### config.mk
export PLATFORM = sky130hd
export DESIGN_NAME = background_collision_detector
export DESIGN_NICKNAME = d
export VERILOG_FILES = /design/src/rtl/background_collision_detector.sv
export SDC_FILE = /design/constraint.sdc
export NUM_CORES = 1
export LEC_CHECK = 0
export ABC_AREA = 1
export CAP_MARGIN = 20
export CORE_ASPECT_RATIO = 1.75
export CORE_MARGIN = 3
export CORE_UTILIZATION = 60
export CTS_BUF_LIST = sky130_fd_sc_hd__clkbuf_16
export CTS_CLUSTER_DIAMETER = 100
export DETAILED_ROUTE_END_ITERATION = 12
export MAX_ROUTING_LAYER = met4
export PLACE_DENSITY = 0.95
export SYNTH_ARGS = -nofsm -noshare
export SYNTH_HDL_FRONTEND = slang
export SYNTH_SLANG_ARGS = --single-unit
export TNS_END_PERCENT = 1
### constraint.sdc
create_clock -name CLOCK_50 -period 5.4 [get_ports CLOCK_50]
set_clock_uncertainty 0.1 [all_clocks]
set_input_delay 0.54 -clock CLOCK_50 [delete_from_list [all_inputs] [get_ports CLOCK_50]]
set_output_delay 0.54 -clock CLOCK_50 [all_outputs]
set_load 0.005 [all_outputs]
### src/rtl/background_collision_detector.sv
// Probes the eight level tiles bordering the player sprite and reports which sides touch solid tiles.
// One probe address per clock, ROM result folded in two edges later, flags committed together at E10.
module background_collision_detector #(
    parameter int         TILE_SHIFT = 3,
    parameter int         TILE_ROWS  = 15,
    parameter int         COL_BITS   = 11,
    parameter logic [3:0] EMPTY_CODE = 4'd0
) (
    input  logic                  CLOCK_50,
    input  logic                  resetn,
    input  logic                  enable,
    input  logic [31:0]           x_position,
    input  logic [6:0]            y_position,
    input  logic [4:0]            width,
    input  logic [4:0]            height,
    output logic [COL_BITS+3:0]   level_address,
    input  logic [3:0]            tile_code,
    output logic                  blocked_down,
    output logic                  blocked_up,
    output logic                  blocked_left,
    output logic                  blocked_right,
    output logic                  out_of_bounds,
    output logic                  done
);

    typedef enum logic [1:0] {IDLE, PROBE, DRAIN, DONE} state_t;

    // side: 0 down, 1 right, 2 left, 3 up
    typedef struct packed {
        logic [1:0] side;
        logic       solid;
        logic       empty;
        logic       oob;
    } meta_t;

    state_t               state_q, state_d;
    logic [3:0]           cnt_q;
    logic [31:0]          x_q;
    logic [6:0]           y_q;
    logic [4:0]           w_q, h_q;
    logic [COL_BITS+3:0]  addr_q;
    meta_t                meta1_q, meta2_q;
    logic [3:0]           shadow_q, flags_q;
    logic                 sh_oob_q, oob_q, done_q;

    logic [31:0]          src_x;
    logic [6:0]           src_y;
    logic [4:0]           src_w, src_h;
    logic [2:0]           pk;
    logic [32:0]          x_ext, x_r, x_rm1, x_l, px, px_sh;
    logic [7:0]           y_ext, y_b, y_bm1, y_t, py, py_sh;
    logic                 x_borrow, y_borrow, col_off, row_off;
    logic [COL_BITS-1:0]  probe_col;
    logic [3:0]           probe_row;
    meta_t                probe_meta;
    logic                 hit, consume;

    // Probe 0 is issued on the same edge that latches the inputs, so it reads them live.
    always_comb begin
        if (state_q == IDLE) begin
            src_x = x_position;
            src_y = y_position;
            src_w = (width  == '0) ? 5'd1 : width;
            src_h = (height == '0) ? 5'd1 : height;
            pk    = '0;
        end else begin
            src_x = x_q;
            src_y = y_q;
            src_w = w_q;
            src_h = h_q;
            pk    = cnt_q[2:0];
        end

        x_ext = {1'b0, src_x};
        x_r   = x_ext + 33'(src_w);
        x_rm1 = x_r - 33'd1;
        x_l   = x_ext - 33'd1;
        y_ext = {1'b0, src_y};
        y_b   = y_ext + 8'(src_h);
        y_bm1 = y_b - 8'd1;
        y_t   = y_ext - 8'd1;

        case (pk)
            3'd0:    begin px = x_ext; py = y_b;   end
            3'd1:    begin px = x_rm1; py = y_b;   end
            3'd2:    begin px = x_r;   py = y_ext; end
            3'd3:    begin px = x_r;   py = y_bm1; end
            3'd4:    begin px = x_l;   py = y_ext; end
            3'd5:    begin px = x_l;   py = y_bm1; end
            3'd6:    begin px = x_ext; py = y_t;   end
            default: begin px = x_rm1; py = y_t;   end
        endcase

        px_sh    = px >> TILE_SHIFT;
        py_sh    = py >> TILE_SHIFT;
        x_borrow = (pk[2:1] == 2'b10) && (src_x == '0);
        y_borrow = (pk[2:1] == 2'b11) && (src_y == '0);
        col_off  = |(px_sh >> COL_BITS);
        row_off  = !y_borrow && (py_sh >= 8'(TILE_ROWS));

        // Off-map probes still emit an in-range address; the borrow case clamps low, never wraps.
        probe_col = x_borrow ? '0 : (col_off ? '1 : px_sh[COL_BITS-1:0]);
        probe_row = y_borrow ? '0 : (row_off ? 4'(TILE_ROWS - 1) : py_sh[3:0]);

        probe_meta.side  = pk[2:1];
        probe_meta.empty = row_off;
        probe_meta.solid = (x_borrow | y_borrow | col_off) & ~row_off;
        probe_meta.oob   = row_off && (pk[2:1] == 2'b00);
    end

    assign hit     = meta2_q.solid | (~meta2_q.empty & (tile_code != EMPTY_CODE));
    assign consume = (cnt_q >= 4'd2) && (cnt_q <= 4'd9);

    always_comb begin
        state_d = state_q;
        case (state_q)
            IDLE:  if (enable) state_d = PROBE;
            PROBE: if (!enable) state_d = IDLE; else if (cnt_q == 4'd7) state_d = DRAIN;
            DRAIN: if (!enable) state_d = IDLE; else if (cnt_q == 4'd10) state_d = DONE;
            DONE:  if (!enable) state_d = IDLE;
            default: state_d = IDLE;
        endcase
    end

    always_ff @(posedge CLOCK_50 or negedge resetn) begin
        if (!resetn) begin
            state_q  <= IDLE;
            cnt_q    <= '0;
            x_q      <= '0;
            y_q      <= '0;
            w_q      <= '0;
            h_q      <= '0;
            addr_q   <= '0;
            meta1_q  <= '0;
            meta2_q  <= '0;
            shadow_q <= '0;
            flags_q  <= '0;
            sh_oob_q <= 1'b0;
            oob_q    <= 1'b0;
            done_q   <= 1'b0;
        end else begin
            state_q <= state_d;
            case (state_q)
                IDLE: begin
                    if (enable) begin
                        x_q      <= src_x;
                        y_q      <= src_y;
                        w_q      <= src_w;
                        h_q      <= src_h;
                        cnt_q    <= 4'd1;
                        addr_q   <= {probe_col, probe_row};
                        meta1_q  <= probe_meta;
                        meta2_q  <= '0;
                        shadow_q <= '0;
                        sh_oob_q <= 1'b0;
                    end else begin
                        addr_q <= '0;
                    end
                end
                PROBE, DRAIN: begin
                    if (!enable) begin
                        addr_q <= '0;
                    end else begin
                        cnt_q   <= cnt_q + 4'd1;
                        meta1_q <= probe_meta;
                        meta2_q <= meta1_q;
                        addr_q  <= (state_q == PROBE) ? {probe_col, probe_row} : '0;
                        if (consume) begin
                            shadow_q[meta2_q.side] <= shadow_q[meta2_q.side] | hit;
                            sh_oob_q               <= sh_oob_q | meta2_q.oob;
                        end
                        if (state_q == DRAIN && cnt_q == 4'd10) begin
                            flags_q <= shadow_q;
                            oob_q   <= sh_oob_q;
                            done_q  <= 1'b1;
                        end
                    end
                end
                DONE: begin
                    addr_q <= '0;
                    if (!enable) done_q <= 1'b0;
                end
                default: addr_q <= '0;
            endcase
        end
    end

    assign level_address = addr_q;
    assign blocked_down  = flags_q[0];
    assign blocked_right = flags_q[1];
    assign blocked_left  = flags_q[2];
    assign blocked_up    = flags_q[3];
    assign out_of_bounds = oob_q;
    assign done          = done_q;

endmodule

==> reports/qor.yml, run 1 <==
outcome:
  run_status: "finished clean"
floorplan:
  initial_utilization_pct: 62.44
  die_x_um: 95.91
  core_um2: 13590
  die-area_um2: 15660
  rows: 56
  die_h_um: 163.3
  pin_count: 77
yosys:
  async_reset_ff_share_pct: 100.0
  postSynthAreaPerCell_um2: 6.058
  ys_seq_elements: 91
  syn_nets: 1477
  yosysTopAreaCellShare_pct: 26.83
  synth_cells: 1401
  yosysTopAreaCell: "dfrtp_1"
  synth_cell_types: 48
  syn_area_um2: 8487
  synth-seq-area-share_pct: 26.83
  synth_edf_count: 0
  synthFlopType: "dfrtp_1"
  yosysWarnings: 0
  yosys-top-cells-area: "dfrtp_1 (27%), nand2_1 (23%), nand3_1 (7.2%)"
drt:
  vias: 9557
  drtIter0Drc: 759
  routed_wirelength_um: 27460
  routedWlPerCell_um: 16.75
  ant_nets: 0
  drtPass1Iterations: 6
  drt-vias-per-instance: 5.831
  drc: 0
critical_path:
  cpPeakStageDelay_ns: 0.43
  path_common_cell: "nand2_1"
  crit_path_end_kind: "flop"
  crit_cells: 30
  cp.arrival_ns: 4.99
  critical_path_required_ns: 5.56
  timing.rr.end: "meta1_q[2]"
  crit_path_top_delay_cell: "fa_1"
  r2r_slack_ns: 0.57
  crit_path_end: "meta1_q[2]"
  crit_type: "reg2reg"
  timing.rr.start: "state_q[1]"
  cp-startpoint: "state_q[1]"
  path_max_fanout: 35
  reg2regPathDepth: 30
  worst-path-buf-inv: 3
  path_delay_family: "simple AND/OR/NAND/NOR gates"
  cp-start-kind: "flop"
place:
  place_congestion: 1.021
  portBuffers: 76
  place_hpwl_um: 21460
  dp_cells: 1622
clock_tree:
  path_clk_slew_ns: 0.09
  post_cts_buffers: 0
  cts_resized: 0
  cts_hold_buffers: 0
  htreeDepth: 3
  cts_sinks: 91
  cts_buffer_depth: 2
  cts_tree: "built"
  ctsRootBufferMaster: "clkbuf_16"
  numCtsBuffers: 9
  insertion_delay_ns: 0.36
sta:
  layout_min_cycle_time_ns: 4.830
  slew_viol_final: 0
  finalCritPeriodShare_pct: 89.45
  final.setup.tns_ns: 0
  tightest_slew_ns: 0.9547
  max_freq_mhz: 207.0
  whs_ns: 0.003864
  finalHoldViolations: 0
  relSlewSlack_pct: 35.52
  setup_viol: 0
  rsz0062_at_grt: "no"
job:
  drv_cap: 0
hold_path:
  hp-class: "in2async"
layout:
  drive_gt1_share_pct: 8.942
  finish.net_count: 1536
  layout_commonest_cell: "nand2_1"
  final_cell_mix: "nand2_1 (513), inv_1 (160), nor2_1 (143)"
  syn_to_final_growth_pct: 13.56
  num_antenna_cells: 0
  stdcell_count: 1639
pwr:
  power.internal_w: 0.002964
  p_sw_w: 0.004242
  powerDensity_nw_per_um2: 747.7
  clockPowerShare_pct: 9.5
  finalPower_w: 0.007206
  p_seq_share_pct: 15.9
  p_sw_share_pct: 58.87
  power_leakage_nw: 4.800
  peakVddDrop_uv: 543.1
  power_frac_comb_pct: 74.6
global_route:
  grt_max_degree: 61
  antenna_found_initial: 0
  grt_first_pass_wirelength_um: 44100
  grt_pass1_vias: 9104
  grt_use_total_pct: 37.41
  overflow: 0
-- through the flow --
step | setup slack, ns | cell area [um2] | util (%)
3_3_place_gp | 0.7296 | 9294 | 68.37
4_1_cts | 0.7020 | 9610 | 70.70
6_report | 0.5695 | 9638 | 70.90
2_1_floorplan | 0.8145 | 8487 | -
3_5_place_dp | 0.6889 | 9294 | 68.37
5_1_grt | 0.04241 | 9638 | 70.90
-- layer usage --
layer	GRT usage, %	routed length [um]
met5	-	0
met4	27.53	2256
met3	4.516	1432
met2	62.21	13980
met1	39.88	9788
-- cell families after synthesis --
| group | after synthesis | share of synthesized area [%] |
|---|---|---|
| AO/OA/AOI/OAI | 163 | 11.01 |
| XOR/XNOR | 5 | 0.5161 |
| adder cells (fa/ha/maj) | 20 | 3.126 |
| buffers and inverters | 207 | 10.54 |
| flip-flops | 91 | 26.83 |
| AND/OR/NAND/NOR | 915 | 47.97 |
-- power groups by stage --
stage | Clock, W | Sequential (W) | Combinational, W
2_1_floorplan | 0 | 0.00111 | 0.00403
3_3_place_gp | 0 | 0.00114 | 0.00514
3_5_place_dp | 0 | 0.00115 | 0.00522
4_1_cts | 0.000681 | 0.00114 | 0.00526
5_1_grt | 0.000703 | 0.00118 | 0.00598
6_report | 0.000682 | 0.00115 | 0.00538
-- Yosys cell counts, types with 3 or more instances --
cell,n
nand2_2,42
inv_2,5
nor2_1,143
o22ai_1,3
a211oi_1,10
buf_6,7
nor2_2,17
nand2_4,3
nor2_4,17
a221oi_1,3
o21ai_2,3
dfrtp_1,91
ha_1,18
clkbuf_1,18
buf_4,3
o21ai_0,85
xor2_1,3
inv_1,160
buf_2,8
nand2_1,513
nand4_1,22
o21ai_1,5
nand3_1,122
o211ai_1,3
nor3_1,11
nand3b_1,3
nand3_2,7
a21oi_1,38
nor4_1,8
and2_1,3
-- sequential cells by signal (all words and copies together), names as in the netlist --
register and cells:
out_of_bounds 1, meta2_q 5, flags_q 4, sh_oob_q 1, cnt_q 4, level_address 15
meta1_q 5, done 1, x_q 32, y_q 7, shadow_q 4, w_q 5
h_q 5, state_q 2
-- cell type report --
cell class / count / area, um2
clock buffer: 9 / 225.2
fill: 1180 / 3955
sequential: 91 / 2277
clock inverter: 7 / 91.34
timing repair buffer: 87 / 873.3
multi-input combinational: 1103 / 5318
inverter: 168 / 635.6
tap: 174 / 217.7
-- worst min path at each step --
stage / slack (ns) / to
floorplan: 0.14 / cnt_q[0]
global placement: 0.36 / x_q[0]
detailed placement: 0.37 / x_q[0]
CTS: 0.02 / flags_q[1]
global route: 0.04 / shadow_q[0]
finish: 0.004 / flags_q[1]
(Power assumes the default switching activity.)
==> run 2: changes to the inputs <==
- CORE_UTILIZATION: 60 -> 43
- PLACE_DENSITY: 0.95 -> 0.75
==> run 2 against run 1 <==
Net effect:
- critical path depth fell by 3
- sequential share of layout area down 0.15 points
- hold slack better by 0.38 ns
- cell count is 4.1% higher
- die area up 37%
- largest cell class unchanged
- count of clock-buffer cells in the layout did not move
- combinational power fell by 0.7%
- clock power down 2%
- via count decreased by 5.3%
- non-clock buffer count increased by 2
- fmax is 1.1% lower
==> reports/qor.yml, run 2 (synthesis gave the netlist of run 1 again) <==
outcome:
  run_status: "finished clean"
clock_tree:
  ctsRootBufferMaster: "clkbuf_16"
  path_clk_slew_ns: 0.07  # -0.02 ns
  cts_buffer_depth: 2  # unchanged
  numCtsBuffers: 9  # unchanged
  cts_tree: "built"
  htreeDepth: 3  # unchanged
  cts_sinks: 91  # unchanged
  insertion_delay_ns: 0.36  # about the same
layout:
  num_antenna_cells: 0  # unchanged
  final_cell_mix: "nand2_1 (512), inv_1 (160), nor2_1 (143)"
  top_register: "x_q"
  fillCellCount: 2046  # +73%
  largest_register_ffs: 32  # unchanged
  seqCellArea_um2: 2277  # unchanged
  fin_area_um2: 9699  # +0.64%
  layout_commonest_cell: "nand2_1"
  drive_gt1_share_pct: 9.004  # +0.062 points
  syn_to_final_growth_pct: 14.29
  multi_input_area_um2: 5320  # about the same
  finish.net_count: 1538  # +0.13%
place:
  place_congestion: 1.035  # +1.4%
  portBuffers: 76  # unchanged
  placed_cell_area_um2: 9383  # +0.96%
  pre_cts_ws_ns: 0.4648  # -0.2241 ns
  place_hpwl_um: 22230  # +3.6%
critical_path:
  crit_path_top_delay_cell: "o21ai_0"
  r2r_slack_ns: 0.52  # -0.05 ns
  cpPeakStageDelay_ns: 0.51  # +0.08 ns
  crit_path_end_kind: "flop"
  crit_type: "reg2reg"
  path_delay_family: "simple AND/OR/NAND/NOR gates"
  cp-start-kind: "flop"
  reg2regPathDepth: 27  # -10%
  path_max_fanout: 16  # -54%
  cp.arrival_ns: 5.04  # +0.05 ns
  timing.rr.end: "level_address[9]"
  worst-path-buf-inv: 4  # +1
  timing.rr.start: "state_q[1]"
  path_common_cell: "nand2_1"
  critical_path_required_ns: 5.56  # about the same
sta:
  max_freq_mhz: 204.8  # -1.1%
  layout_min_cycle_time_ns: 4.883  # +0.05304 ns
  finalCritPeriodShare_pct: 90.44  # +0.98 points
  final.setup.tns_ns: 0  # unchanged
  tightest_slew_ns: 1.019  # +0.06440 ns
  slew_viol_final: 0  # unchanged
  setup_viol: 0  # unchanged
  finalHoldViolations: 0  # unchanged
  rsz0062_at_grt: "no"
  relSlewSlack_pct: 31.17  # -4.3 points
  worst_slack_ns: 0.5165  # -0.05304 ns
global_route:
  grt_max_degree: 71  # +16%
  grt_pass1_vias: 8663  # -4.8%
  grt_use_total_pct: 26.45  # -11 points
  overflow: 0  # unchanged
  antenna_found_initial: 0  # unchanged
  grt_first_pass_wirelength_um: 44030  # -0.16%
floorplan:
  die_h_um: 191.9  # +17%
  die_x_um: 112.2  # +17%
  rows: 67  # +20%
  core_um2: 19280  # +42%
  die-area_um2: 21530  # +37%
  pin_count: 77  # unchanged
  initial_utilization_pct: 44.02  # -18 points
pwr:
  power_leakage_nw: 4.797  # about the same
  p_sw_share_pct: 58.20  # -0.67 points
  peakVddDrop_uv: 380.6  # -30%
  powerDensity_nw_per_um2: 736.9  # -1.4%
  p_sw_w: 0.004160  # -1.9%
  power.internal_w: 0.002987  # +0.79%
  power_frac_comb_pct: 74.7  # about the same
  p_seq_share_pct: 15.9  # about the same
  clockPowerShare_pct: 9.4  # about the same
hold_path:
  min_to: "h_q[1]"
  min_from: "h_q[1]"
  hp-class: "reg2reg"
  holdPathStages: 2
job:
  drv_cap: 0  # unchanged
drt:
  drt-vias-per-instance: 5.304  # -9.0%
  drtIter0Drc: 536  # -29%
  routedWlPerCell_um: 16.15  # -3.6%
  routed_wirelength_um: 27570  # +0.39%
  vias: 9054  # -5.3%
  ant_nets: 0  # unchanged
  drc: 0  # unchanged
  drtPass1Iterations: 6  # unchanged
run 2: layout make-up:
class / instances / share of cell area, %
clock buffer: 9 / 2.322
clock inverter: 6 / 0.8385
inverter: 168 / 6.553
multi-input combinational: 1103 / 54.85
sequential: 91 / 23.48
tap: 241 / 3.109
timing repair buffer: 89 / 8.849
run 2: how the worst max path moves through the flow:
| stage | startpoint | endpoint | depth (start not counted) |
|---|---|---|---|
| after floorplan | state_q[0] | meta1_q[2] | 34 |
| after detailed placement | x_position[3] | level_address[9] | 25 |
| after global placement | x_position[3] | level_address[5] | 25 |
| after CTS | state_q[0] | level_address[9] | 27 |
| after global routing | state_q[0] | level_address[9] | 27 |
| final | state_q[1] | level_address[9] | 27 |
run 2: tightest hold or removal path: cells and delay by family, from the launching register on:
family,cells,cell delay [ns]
and+or+nand+nor,1,0.05
AOI/OAI and AO/OA,1,0.06
DFF,1,0.34
run 2: power by group through the flow:
| stage | clock network, W | logic (W) | registers, W |
|---|---|---|---|
| floorplan | 0 | 0.00403 | 0.00111 |
| global placement | 0 | 0.00526 | 0.00114 |
| finish | 0.000671 | 0.00534 | 0.00114 |
| detailed placement | 0 | 0.00527 | 0.00114 |
| CTS | 0.000686 | 0.00530 | 0.00113 |
| global route | 0.000710 | 0.00600 | 0.00117 |
run 2: routing by layer:
layer	part of all wire [%]	vias to the layer above	track usage, %
li1	-	4574	-
met1	38	4101	28.58
met2	53	298	47.61
met3	4.3	81	2.554
met4	5.4	0	13.88
met5	0	-	-
run 2: repair_timing:
action,in CTS,in global routing
endpoints found under the hold margin,21,0
endpoints found under the setup margin,0,0
setup buffers,0,0
hold buffers,1,0
gates resized for setup,0,0
run 2: metrics by stage:
step | utilization (%) | power, W | hold slack (ns) | instances
3_3_place_gp | 48.66 | 0.006397 | 0.3478 | 1691
6_report | 50.31 | 0.007147 | 0.3836 | 1707
3_5_place_dp | 48.66 | 0.006417 | 0.3499 | 1691
2_1_floorplan | - | 0.005135 | 0.1444 | 1401
4_1_cts | 50.31 | 0.007123 | 0.3895 | 1707
5_1_grt | 50.31 | 0.007887 | 0.4169 | 1707
==> run 3: changes to the inputs <==
- SETUP_SLACK_MARGIN: not set -> 0.1
- SLEW_MARGIN: not set -> 20
==> run 3 against run 2 <==
Net effect:
- critical path depth fell by 6
- first-iteration DRC count unchanged
- clock power hardly changed
- fmax rose by 1.6%
- setup slack gained 0.076 ns
- global-route usage did not move
- critical path type unchanged
- critical endpoint unchanged
- highest routed layer unchanged
==> reports/qor.yml, run 3 (synthesis gave the netlist of run 1 again) <==
outcome:
  run_status: "finished clean"
sta:
  finalHoldViolations: 0  # unchanged
  final.setup.tns_ns: 0  # unchanged
  rsz0062_at_grt: "no"
  relSlewSlack_pct: 31.14  # about the same
  layout_min_cycle_time_ns: 4.808  # -0.07567 ns
  tightest_slew_ns: 1.019  # +0.0003713 ns
  max_freq_mhz: 208.0  # +1.6%
  slew_viol_final: 0  # unchanged
  finalCritPeriodShare_pct: 89.03  # -1.4 points
  setup_viol: 0  # unchanged
drt:
  drt-vias-per-instance: 5.308  # about the same
  ant_nets: 0  # unchanged
  drc: 0  # unchanged
  drtPass1Iterations: 6  # unchanged
  vias: 9060  # +0.066%
  drtIter0Drc: 536  # unchanged
  routed_wirelength_um: 27600  # +0.13%
  routedWlPerCell_um: 16.17  # +0.13%
clock_tree:
  htreeDepth: 3  # unchanged
  insertion_delay_ns: 0.37  # about the same
  numCtsBuffers: 9  # unchanged
  cts_tree: "built"
  post_cts_buffers: 0  # unchanged
  ctsRootBufferMaster: "clkbuf_16"
  path_clk_slew_ns: 0.07  # about the same
  cts_buffer_depth: 2  # unchanged
  cts_sinks: 91  # unchanged
layout:
  finish.net_count: 1538  # unchanged
  multi_input_area_um2: 5320  # unchanged
  fillCellCount: 2046  # unchanged
  top_register: "x_q"
  largest_register_ffs: 32  # unchanged
  syn_to_final_growth_pct: 14.29  # unchanged
  layout_commonest_cell: "nand2_1"
  num_antenna_cells: 0  # unchanged
  final_cell_mix: "nand2_1 (512), inv_1 (160), nor2_1 (143)"
  drive_gt1_share_pct: 9.004  # unchanged
  seqCellArea_um2: 2277  # unchanged
floorplan:
  core_um2: 19280  # unchanged
  rows: 67  # unchanged
  die_x_um: 112.2  # unchanged
  die_h_um: 191.9  # unchanged
  initial_utilization_pct: 44.02  # unchanged
  pin_count: 77  # unchanged
  die-area_um2: 21530  # unchanged
global_route:
  grt_first_pass_wirelength_um: 44030  # unchanged
  overflow: 0  # unchanged
  antenna_found_initial: 0  # unchanged
  grt_max_degree: 71  # unchanged
  grt_pass1_vias: 8663  # unchanged
  grt_use_total_pct: 26.45  # unchanged
critical_path:
  cpPeakStageDelay_ns: 0.68  # +0.17 ns
  crit_path_top_delay_cell: "inv_2"
  path_max_fanout: 44  # +28
  path_delay_family: "simple AND/OR/NAND/NOR gates"
  crit_path_end_kind: "flop"
  critical_path_required_ns: 5.56  # about the same
  worst-path-buf-inv: 5  # +1
  cp.arrival_ns: 4.96  # -0.08 ns
  cp-start-kind: "flop"
  path_common_cell: "nand3_1"
  path_cells: "inv_1 > ha_2 > inv_6 > buf_4 > nand3_4 > inv_2 > o21ai_1 > nor2_4 > nand3_2 > nor2_4 > nand3_1 > nor2_2 > nand3_1 > nand2_1 > nand3_1 > nor2_1 > nand3_1 > nand2_2 > nand3_1 > nand2_1 > inv_1"
  crit_type: "reg2reg"
job:
  drv_cap: 0  # unchanged
pwr:
  power_leakage_nw: 4.797  # about the same
  finalPower_w: 0.007152  # about the same
  powerDensity_nw_per_um2: 737.4  # about the same
  peakVddDrop_uv: 380.3  # about the same
place:
  place_congestion: 1.035  # unchanged
  place_hpwl_um: 22230  # unchanged
  portBuffers: 76  # unchanged
hold_path:
  hp-class: "reg2reg"
-- run 3: cell count changes in the layout (fill, tap and decap cells not counted) --
cell,delta
o21ai_1,+1
o21ai_0,-1
-- run 3: per-stage QoR --
stage	hold WS [ns]	instances	instance area (um2)	util (%)	worst slack, ns
global placement	0.3478	1691	9383	48.66	0.4640
detailed placement	0.3499	1691	9383	48.66	0.4648
global route	0.4169	1707	9699	50.31	0.1419
finish	0.3836	1707	9699	50.31	0.5922
CTS	0.3895	1707	9699	50.31	0.5061
floorplan	0.1444	1401	8487	-	0.8145
-- run 3: path summary, 6_finish.rpt --
| check | start | endpoint | slack [ns] | depth (start not counted) |
|---|---|---|---|---|
| max | state_q[1] | level_address[9] | 0.59 | 21 |
| min | h_q[1] | h_q[1] | 0.38 | 2 |
| max reg2reg | state_q[1] | level_address[9] | 0.59 | 21 |
| min reg2reg | h_q[1] | h_q[1] | 0.38 | 2 |
| max in group asynchronous | resetn | level_address[11] | 3.49 | 3 |
| min in group asynchronous | resetn | x_q[23] | 0.49 | 2 |
-- run 3: metal layers --
metal / part of all wire, % / GRT usage, %
met1: 38 / 28.58
met2: 53 / 47.61
met3: 4.2 / 2.554
met4: 5.3 / 13.88
met5: 0 / -
-- run 3: timing repair --
item	CTS	global route
endpoints found under the setup margin	0	12
endpoints found under the hold margin	21	0
hold buffers	1	0
resized for setup	0	1
-- run 3: layout make-up --
type | instances | area share, %
inverter | 168 | 6.553
tap | 241 | 3.109
timing repair buffer | 89 | 8.849
clock buffer | 9 | 2.322
sequential | 91 | 23.48
clock inverter | 6 | 0.8385
multi-input combinational | 1103 | 54.85
-- run 3: power by group --
group	switching, W	internal [W]
combinational	0.00370	0.00165
clock	0.000302	0.000369
sequential	0.000164	0.000974
-- run 3: worst min-delay path: stages, from the launching register on --
cell     delay (ns)
dfrtp_1        0.34
nand2_1        0.05
o21ai_0        0.06
